--- config.mk ---
export PLATFORM = sky130hd
export DESIGN_NAME = dmem_store_buffer
export DESIGN_NICKNAME = d
export VERILOG_FILES = /design/src/rtl/dmem_store_buffer.sv
export SDC_FILE = /design/constraint.sdc
export NUM_CORES = 1
export LEC_CHECK = 0
export BUFFER_PORTS_ARGS = -buffer_cell sky130_fd_sc_hd__clkbuf_2
export CORE_ASPECT_RATIO = 0.6
export CORE_MARGIN = 10
export CORE_UTILIZATION = 30
export CTS_BUF_LIST = sky130_fd_sc_hd__clkbuf_4 sky130_fd_sc_hd__clkbuf_8
export DETAILED_ROUTE_END_ITERATION = 7
export GPL_TIMING_DRIVEN = 0
export PLACE_DENSITY_LB_ADDON = 0.25
export SLEW_MARGIN = 20
export SYNTH_ARGS = -nofsm -noshare
export SYNTH_HDL_FRONTEND = slang
export SYNTH_SLANG_ARGS = --single-unit
--- constraint.sdc ---
create_clock -name clk -period 7.8 [get_ports clk]
set_clock_uncertainty 0.05 [all_clocks]
set_input_delay 0.39 -clock clk [delete_from_list [all_inputs] [get_ports clk]]
set_output_delay 0.39 -clock clk [all_outputs]
set_load 0.005 [all_outputs]
--- src/rtl/dmem_store_buffer.sv ---
// Store buffer between MEM and data RAM, with youngest-match load forwarding.
// Latency: store accepted at edge N drains to RAM at edge N+1 unless a load holds the port.
// Backpressure: st_ready drops when registered count reaches DEPTH; a drain that cycle does not help.
module dmem_store_buffer #(
    parameter int          DEPTH     = 4,
    parameter int unsigned MEM_WORDS = 129600
) (
    input  logic                     clk,
    input  logic                     rst_n,
    input  logic                     st_valid,
    output logic                     st_ready,
    input  logic [31:0]              st_addr,
    input  logic [31:0]              st_data,
    input  logic                     ld_valid,
    input  logic [31:0]              ld_addr,
    output logic                     ld_hit,
    output logic [31:0]              ld_fwd_data,
    output logic                     ram_we,
    output logic [31:0]              ram_address,
    output logic [31:0]              ram_wd,
    output logic                     empty,
    output logic [$clog2(DEPTH):0]   count,
    output logic                     oor_err
);

    localparam int PW = $clog2(DEPTH);
    localparam int CW = PW + 1;

    logic [31:0]    addr_q [DEPTH];
    logic [31:0]    data_q [DEPTH];
    logic [DEPTH-1:0] vld_q;
    logic [PW-1:0]  wr_ptr;
    logic [PW-1:0]  rd_ptr;
    logic [CW-1:0]  count_q;
    logic           oor_q;

    logic           accept;
    logic           in_range;
    logic           push;
    logic           pop;
    logic [PW-1:0]  fwd_idx;

    assign st_ready = (count_q < CW'(DEPTH));
    assign accept   = st_valid && st_ready;
    assign in_range = (st_addr < MEM_WORDS);
    assign push     = accept && in_range;
    // Loads own the RAM port; the drain simply waits.
    assign pop      = !ld_valid && (count_q != '0);

    assign empty    = (count_q == '0);
    assign count    = count_q;
    assign oor_err  = oor_q;

    always_ff @(posedge clk or negedge rst_n) begin
        if (!rst_n) begin
            vld_q   <= '0;
            wr_ptr  <= '0;
            rd_ptr  <= '0;
            count_q <= '0;
            oor_q   <= 1'b0;
        end else begin
            if (push) begin
                vld_q[wr_ptr] <= 1'b1;
                wr_ptr        <= wr_ptr + 1'b1;
            end
            if (pop) begin
                vld_q[rd_ptr] <= 1'b0;
                rd_ptr        <= rd_ptr + 1'b1;
            end
            case ({push, pop})
                2'b10:   count_q <= count_q + 1'b1;
                2'b01:   count_q <= count_q - 1'b1;
                default: count_q <= count_q;
            endcase
            if (accept && !in_range) begin
                oor_q <= 1'b1;
            end
        end
    end

    // Payload storage needs no reset: entries are qualified by vld_q.
    always_ff @(posedge clk) begin
        if (push) begin
            addr_q[wr_ptr] <= st_addr;
            data_q[wr_ptr] <= st_data;
        end
    end

    always_comb begin
        ram_we      = 1'b0;
        ram_address = '0;
        ram_wd      = '0;
        if (ld_valid) begin
            ram_address = ld_addr;
        end else if (count_q != '0) begin
            ram_we      = 1'b1;
            ram_address = addr_q[rd_ptr];
            ram_wd      = data_q[rd_ptr];
        end
    end

    // Walk oldest to youngest so the last match found is the youngest store.
    always_comb begin
        ld_hit      = 1'b0;
        ld_fwd_data = '0;
        fwd_idx     = '0;
        for (int i = 0; i < DEPTH; i++) begin
            fwd_idx = rd_ptr + PW'(i);
            if (ld_valid && vld_q[fwd_idx] && (addr_q[fwd_idx] == ld_addr)) begin
                ld_hit      = 1'b1;
                ld_fwd_data = data_q[fwd_idx];
            end
        end
    end

endmodule

Yosys cells after proc, flatten, opt, wreduce, memory -nomap -nowiden
Memories as Yosys holds them, arrays and structs flattened. Index checks and enable logic that the tools add are counted.

Flip-flop bits (word level): 12. Bits in writable memories: 256. Input bits: 100. Word-level logic and storage cells: 81. Memories kept: 2.

Memory list: addr_q (words 4, bits a word 32, read ports 4, clocked after Yosys merged registers in 0, write ports 1, line 29) `logic [31:0] addr_q [DEPTH];`; data_q (words 4, bits a word 32, read ports 4, clocked after Yosys merged registers in 0, write ports 1, line 30) `logic [31:0] data_q [DEPTH];`.

Add/sub/neg operators: 6. Magnitude comparators: 9. Eq/ne operators: 6. Muxes and demuxes: 31. Bitwise gates (word level): 3. Reductions and logical operators: 19.

Operators by type and width (count): $mux W32 (8); $eq A32 B32 Y1 (4); $lt A32 B17 Y1 const B (1); $lt A2 B3 Y1 const B (5); $logic_and A1 B1 Y1 (14); $mux W1 (14); $bmux W1 S2 (4); $mux W4 (2); $pmux W3 S2 (1); $add A2 B1 Y2 const B (2); $add A2 B2 Y2 const B (2); $and A4 B4 Y4 (1); $demux W1 S2 (2); $ge A2 B1 Y1 const B (2); $not A4 Y4 (1); $or A4 B4 Y4 (1); $add A3 B1 Y3 const B (1); $logic_not A3 Y1 (1); $lt A3 B3 Y1 const B (1); $reduce_bool A3 Y1 (1); $sub A3 B1 Y3 const B (1); $eq A2 B1 Y1 const B (1); $eq A2 B2 Y1 const B (1); $logic_not A1 Y1 (2); $reduce_bool A2 Y1 (1).

Logic depth before layout (Yosys ltp)
Gate-level depths: netlist (run 1).

Depth in word-level cells: 8. Depth in mapped cells: 18.

Worst setup path before layout (run 1)
No wires, ideal clock.

Path kind: reg-to-output. Start: register rd_ptr[0]. End: output port ld_fwd_data[0]. Arrival: 3.937 ns. Data required time: 7.360 ns. Setup slack: 3.423 ns. Cell stages (with the launch flop): 18. Path through: dfrtp_1 buf_6 buf_6 inv_2 clkbuf_1 clkbuf_1 ha_1 buf_6 buf_6 buf_4 mux4_2 xor2_1 nor4_1 nand4_1 or4_1 buf_2 buf_2 a31oi_1.

Elaborated cells on any way between the ends: 29.

RTL lines: from (decl) (line 33) `logic [PW-1:0] rd_ptr;`; from (signal assigned) (line 68) `rd_ptr <= rd_ptr + 1'b1;`; $add A2 B2 Y2 (*) (line 108) `fwd_idx = rd_ptr + PW'(i);`; via fwd_idx[0] (line 41) `logic [PW-1:0] fwd_idx;`; parallel branches: the longest is 4 deep, another holds $mem_v2 Z4 W32; $mux W32 (*) (line 109) `if (ld_valid && vld_q[fwd_idx] && (addr_q[fwd_idx] == ld_addr)) begin`; to (decl) (line 17) `output logic [31:0] ld_fwd_data,`.

Mark *: on every way through the listed nets, which the timed path passes. The select of a mux whose other input is x is not followed.

Worst setup path after layout (run 1)
Start: register rd_ptr[0]. End: output port ld_fwd_data[29].

Same word-level chain as after synthesis.

==> results of run 1 <==
==> power by group through the flow <==
stage | Clock [mW] | Sequential [mW] | Combinational [mW]
global placement | 0 | 1.63 | 4.43
CTS | 1.50 | 1.60 | 4.46
detailed placement | 0 | 1.63 | 4.42
finish | 1.46 | 1.60 | 4.52
global route | 1.56 | 1.60 | 4.74
floorplan | 0 | 1.63 | 3.08
==> sequential cells by signal, summed over array words and instances (netlist names) <==
signal,cells
data_q,128
rd_ptr,2
wr_ptr,2
count,3
addr_q,128
vld_q,4
oor_err,1
==> synth_stat cells (12+ instances only) <==
master and instances:
clkbuf_1 67, mux2i_1 35, a31oi_1 32, nor2_1 49
a22o_1 32, nand2_1 42, nor4_1 12, inv_1 15
mux4_2 243, and2_1 36, nor2b_1 32, a21oi_1 14
buf_2 32, buf_6 13, nand2b_1 32, dfrtp_1 12
edfxtp_1 256, nor3b_2 30, xnor2_1 90, nand4_1 26
o21ai_1 31, xor2_1 32
==> metrics by stage <==
stage / setup slack (ns) / hold WS (ns)
floorplan: 3.42 / 0.0444
global placement: 0.843 / 0.259
finish: 0.447 / 0.171
CTS: 0.0658 / 0.0888
detailed placement: 0.801 / 0.267
global route: 0.159 / 0.157
==> cells by family (layout without fill, tap and decap cells) <==
group | count (synthesis) | in the layout | synth area share [%]
AO/OA/AOI/OAI | 142 | 142 | 5.16
multiplexers | 287 | 287 | 32.0
other | 0 | 3 | 0
adder cells (fa/ha/maj) | 10 | 10 | 0.716
AND/OR/NAND/NOR | 279 | 279 | 9.27
buffers and inverters | 148 | 476 | 3.95
flip-flops | 268 | 268 | 43.1
XOR/XNOR | 122 | 122 | 5.77
==> repair_timing <==
item,4_1_cts,5_1_grt
endpoints found under the setup margin,0,19
resized for setup,0,1
hold buffers,66,0
hold endpoints to repair,269,0
==> layer usage <==
layer | GRT usage, % | up-vias
li1 | - | 5684
met1 | 27.9 | 7165
met2 | 25.5 | 740
met3 | 7.45 | 80
met4 | 4.05 | 6
met5 | 1.11 | -
==> cells in the final DEF, fill, tap and decap left out, types with 6 or more instances in the layout <==
cell,synthesis,final
edfxtp_1,256,256
mux4_2,243,243
clkbuf_2,0,170
xnor2_1,90,90
clkbuf_1,67,66
dlygate4sd3_1,0,66
nor2_1,49,48
clkbuf_8,0,48
nand2_1,42,42
mux2i_1,35,35
buf_2,32,32
and2_1,36,32
a22o_1,32,32
xor2_1,32,32
nor2b_1,32,32
nand2b_1,32,32
a31oi_1,32,32
o21ai_1,31,31
nor3b_2,30,30
nand4_1,26,26
inv_1,15,15
buf_6,13,15
a21oi_1,14,14
clkbuf_4,0,12
dfrtp_1,12,12
buf_4,10,11
nor4_1,12,10
buf_1,10,10
clkinv_1,0,10
ha_1,9,9
nor3_1,8,8
clkinv_2,0,8
mux2_2,6,6
o21ai_0,6,6
bufinv_16,0,6
==> final timing paths <==
path                           start              end  cells past startpoint
max in group asynchronous      rst_n        rd_ptr[1]                      2
setup / recovery           rd_ptr[0]  ld_fwd_data[29]                     18
min in group clk             oor_err          oor_err                      1
hold / removal                 rst_n        rd_ptr[0]                      2
hold reg to reg              oor_err          oor_err                      1
setup reg to reg           rd_ptr[0]        rd_ptr[1]                     15
==> worst max-delay path, cell delays in order, from the launching register on <==
cell and delay [ns]:
dfrtp_1 0.42, buf_6 0.15, buf_6 0.17, inv_2 0.08
clkbuf_1 0.47, clkbuf_1 0.60, ha_1 0.30, buf_2 0.50
mux4_2 0.59, xnor2_1 0.19, nand4_1 0.20, nor4_2 0.57
nand4_1 0.34, clkbuf_1 0.34, clkbuf_1 0.40, nor2b_1 0.21
o21ai_1 0.08, a31oi_1 0.43, clkbuf_2 0.20
==> layout make-up <==
| cell class | instances | area [um^2] | area share, % |
|---|---|---|---|
| multi-input combinational | 840 | 9820 | 44.1 |
| inverter | 16 | 60.1 | 0.270 |
| tap | 828 | 1040 | 4.65 |
| timing repair buffer | 243 | 1650 | 7.42 |
| antenna | 3 | 7.51 | 0.0337 |
| sequential | 268 | 7990 | 35.9 |
| buffer | 131 | 667 | 3.00 |
| clock buffer | 60 | 751 | 3.37 |
| clock inverter | 26 | 274 | 1.23 |
==> summary.md, run 1 <==
| Metric | Value |
|---|---|
| Setup TNS | `0 ns` |
| CTS tree | `built` |
| DRT iter0 DRCs | `1613` |
| Status | `finished, final reports clean` |
| Synth top area share | `41.5%` |
| DP Cell Count | `2260` |
| Via count | `13675` |
| MaxCap Viol Count | `0` |
| HPWL Detailed | `52400 um` |
| Syn Std Cell Area | `about 19000 um^2` |
| Post-layout min period | `7.35 ns` |
| Overall routing resource usage | `18.9%` |
| Avg WL per Cell | `29.2 um` |
| Gpl congestion | `slightly above 0.9` |
| Worst skew pair latency | `0.63 ns` |
| Chip Height | `212 um` |
| Worst EP arrival | `approximately 7 ns` |
| Clock share of power | `about a fifth` |
| Asr flop ratio synth | `4.48%` |
| Sw Share | `40.8%` |
| Setup violators final | `0` |
| Nets | `between 1500 and 2000` |
| Clock sink count | `268` |
| Int Power | `~4.5 mW` |
| Vias in the first global route | `13724` |
| Endpoints failing hold | `0` |
| DRC Markers | `0` |
| Leading area contributor after synthesis | `edfxtp_1` |
| Leak Pwr | `approximately 7.4 nW` |
| Root Driver | `clkbuf_8` |
| Core area | `61000 um^2` |
| VDD IR max | `between 0.2 and 0.25 mV` |
| Post-synthesis net count | `roughly 1400` |
| Syn avg cell area | `14.7 um^2` |
| Critical Path RT | `7.36 ns` |
| Max H-tree Level | `2` |
| Cell variety after synth | `52` |
| Share of power burned in registers | `a little over a fifth` |
| Post-synthesis sequential area ratio | `43.1%` |
| I/O pin count | `approximately 200` |
| Fillers | `between 5000 and 6000` |
| Setup Buffers After CTS | `0` |
| Cells after synthesis | `1256` |
| Primary FF master, synth | `edfxtp_1` |
| Largest cells by area after synthesis | `edfxtp_1, mux4_2, xnor2_1` |
| Crit path kind | `register to primary output` |
| Starting Density | `30.4%` |
| Psw | `3.10 mW` |
| RSZ-0062 raised after global routing | `no` |
| Slew Viols, Final | `0` |
| Flop2flop setup slack | `2.26 ns` |
| Slew margin rel. | `36.1%` |
| Final Non-Filler Cells | `around 2400` |
| Total die area | `roughly 72000 um^2` |
| Fin crit share | `94.3%` |
| Cell Area, Placed | `20600 um^2` |
| Layout cells sized above 1 | `37.8%` |
| Pin count of the biggest net entering global routing | `36` |
| Top Metal Used | `met5` |
| Initial antenna violation count | `7` |
| CTS buffer count | `47` |
| Post-synth EDFFs | `256` |
| CP endpoint kind | `primary output` |
| Bufs on Longest Clock Path | `3` |
| Post-route ant nets | `0` |
| # port buffers | `between 150 and 200` |
| Tightest Pin Transition | `0.951 ns` |
| Power per cell area | `341 nW/um^2` |
| Iteration count of the initial detailed-routing pass | `5` |
| Routed wire length | `around 70000 um` |
| Routed wl met3 | `8260 um` |
| PnR Total Power | `~7.6 mW` |
| Min-delay worst type | `input pin to async pin` |
| Row count | `70` |
| Routed wl met2 | `28400 um` |
| M1 WL | `32300 um` |
| Grt total ovfl | `0` |
| Die Width | `341 um` |
| Worst-path clk slew | `0.07 ns` |
| First-pass GRT wire length | `100000 um` |
| Final Core Density | `a little over a third` |
| Critical Path Fanout Max | `11` |
| Max Fclk | `136 MHz` |
| Synthesis-to-finish area growth | `20.2%` |
| Warnings from Yosys | `0` |
| Critical Path Source Type | `register` |
| Synthesized flop and latch total | `268` |
| Design area | `~22000 um^2` |
| Comb pwr share | `59.6%` |
| Vias per cell | `5.66` |
Power figures use the tool's default switching activity.
==> inputs of run 2 (changes only) <==
- CAP_MARGIN: unset -> 0
- clock period: 7.8 -> 8.3 ns (I/O delays scaled with it)
==> run 2 against run 1 <==
Wire length hardly changed. Non-clock buffer count is 2 lower. Count of clock-buffer cells in the layout stayed put. Critical path depth is 2 lower. Hold slack worse by 0.10 ns. Largest cell class unchanged.
==> summary.md, run 2 (synthesis results as in run 1) <==
| Metric | Value |
|---|---|
| Status | `finished, final reports clean` |
| Clock sink count | `268` |
| Most frequent CP cell | `clkbuf_1` |
| Routed wire length | `approximately 70000 um` |
| Final Core Density | `36.5%` |
| MaxCap Viol Count | `0` |
| Slew Viols, Final | `0` |
| Hold Startpoint | `st_addr[19]` |
| Pre-CTS setup slack | `1.28 ns` |
| I/O pin count | `approximately 200` |
| Design area | `22200 um^2` |
| Post-route ant nets | `0` |
| # port buffers | `170` |
| Chip Height | `212 um` |
| Gpl congestion | `0.931` |
| Endpoints failing hold | `0` |
| Starting Density | `30.4%` |
| Min-delay worst type | `input pin to register` |
| CTS tree | `built` |
| Crit path depth | `16` |
| R2r worst-path depth | `13` |
| Overall routing resource usage | `18.9%` |
| Cell Area, Placed | `20600 um^2` |
| Most common cell after layout, fill and taps aside | `edfxtp_1` |
| DRT iter0 DRCs | `1594` |
| Worst reg2reg endpoint | `rd_ptr[1]` |
| Largest delay contributor family on the critical path | `buffers and inverters` |
| RSZ-0062 raised after global routing | `no` |
| CP Cell Sequence | `buf_2, clkbuf_1, inv_1, ha_1, buf_2, mux4_2, xnor2_1, nand4_1, nor4_1, nand4_1, clkbuf_1, clkbuf_1, nor2b_1, o21ai_1, a31oi_1, clkbuf_2` |
| Slew margin rel. | `29.2%` |
| Post-layout min period | `7.67 ns` |
| Total die area | `between 70000 and 80000 um^2` |
| Setup violators final | `0` |
| CP endpoint kind | `primary output` |
| Critical Path Source Type | `register` |
| Buf/Inv on CP | `7` |
| Layout cells sized above 1 | `37.8%` |
| Avg WL per Cell | `29.1 um` |
| Flop2flop setup slack | `2.59 ns` |
| Crit-path slowest cell | `clkbuf_1` |
| Via count | `13713` |
| Vias per cell | `5.68` |
| Iteration count of the initial detailed-routing pass | `5` |
| Fillers | `5901` |
| Post-CTS resize count | `0` |
| Die Width | `341 um` |
| Worst path max stage delay | `0.83 ns` |
| Critical Path Fanout Max | `10` |
| Reg2reg start | `rd_ptr[1]` |
| CP startpoint | `rd_ptr[1]` |
| Crit path kind | `register to primary output` |
| Root Driver | `clkbuf_8` |
| VDD IR max | `about 0.20 mV` |
| DRC Markers | `0` |
| Max Fclk | `130 MHz` |
| Nets | `1655` |
| Setup TNS | `0 ns` |
| Most frequent cells in the layout | `edfxtp_1, mux4_2, clkbuf_2, xnor2_1, clkbuf_1` |
| Initial antenna violation count | `8` |
| CTS buffer count | `47` |
| Largest regs | `addr_q: 128 flops, data_q: 128 flops, vld_q: 4 flops` |
| Worst EP arrival | `7.20 ns` |
| Setup Buffers After CTS | `0` |
| Power per cell area | `321 nW/um^2` |
| Final hold slack | `0.0675 ns` |
| Setup crit end | `ld_fwd_data[29]` |
| Core area | `just over 60000 um^2` |
| Worst-path clk slew | `0.07 ns` |
| First-pass GRT wire length | `100000 um` |
| Worst skew pair latency | `0.62 ns` |
| Max H-tree Level | `2` |
| Grt total ovfl | `0` |
| Tightest Pin Transition | `1.06 ns` |
| HPWL Detailed | `52400 um` |
| Cts hold-fix bufs | `between 60 and 70` |
| Fin crit share | `92.4%` |
| Critical Path RT | `7.84 ns` |
| Synthesis-to-finish area growth | `20.0%` |
| Leak Pwr | `~7.4 nW` |
| Vias in the first global route | `13705` |
| Pin count of the biggest net entering global routing | `36` |
| Bufs on Longest Clock Path | `3` |
| Final worst setup slack | `~0.63 ns` |
| Row count | `70` |
[run 2: cell count changes in the layout (fill, tap and decap cells not counted), sizes merged]
cell and change:
dlygate4sd3 -3, clkbuf +1, diode +1
[run 2: how the worst min path moves through the flow]
stage                     to  cells past startpoint
5_1_grt        addr_q[2][22]                      1
4_1_cts        addr_q[0][19]                      1
3_5_place_dp        count[2]                      1
2_1_floorplan       count[0]                      0
6_report       addr_q[0][19]                      1
3_3_place_gp        count[2]                      1
[run 2: layout make-up]
type | count | area (um^2) | share of cell area, %
diodes | 4 | 10.0 | 0.0450
repair buffers | 240 | 1620 | 7.30
plain buffers | 132 | 671 | 3.02
inverters | 16 | 60.1 | 0.270
clock buffers | 60 | 751 | 3.38
clock inverters | 26 | 274 | 1.23
flip-flops and latches | 268 | 7990 | 35.9
multi-input cells | 840 | 9820 | 44.2
well taps | 828 | 1040 | 4.66
[run 2: per-layer routing]
layer	share of wire (%)	vias to the layer above	track usage (%)
met2	40	770	25.5
met4	1.8	6	4.05
met1	45	7184	27.9
met5	0.18	-	1.11
li1	-	5674	-
met3	12	79	7.49
[run 2: stage by stage]
step	std cells	power [mW]
final	2414	7.13
after global routing	2411	7.43
after CTS	2409	7.10
after detailed placement	2260	5.69
after global placement	2254	5.69
after floorplan	1256	4.43
[run 2: power breakdown]
group / total, mW / switching, mW / internal [mW]
registers: 1.51 / 0.0143 / 1.49
logic: 4.25 / 2.31 / 1.94
clock network: 1.37 / 0.590 / 0.781
total: 7.13 / 2.91 / 4.22
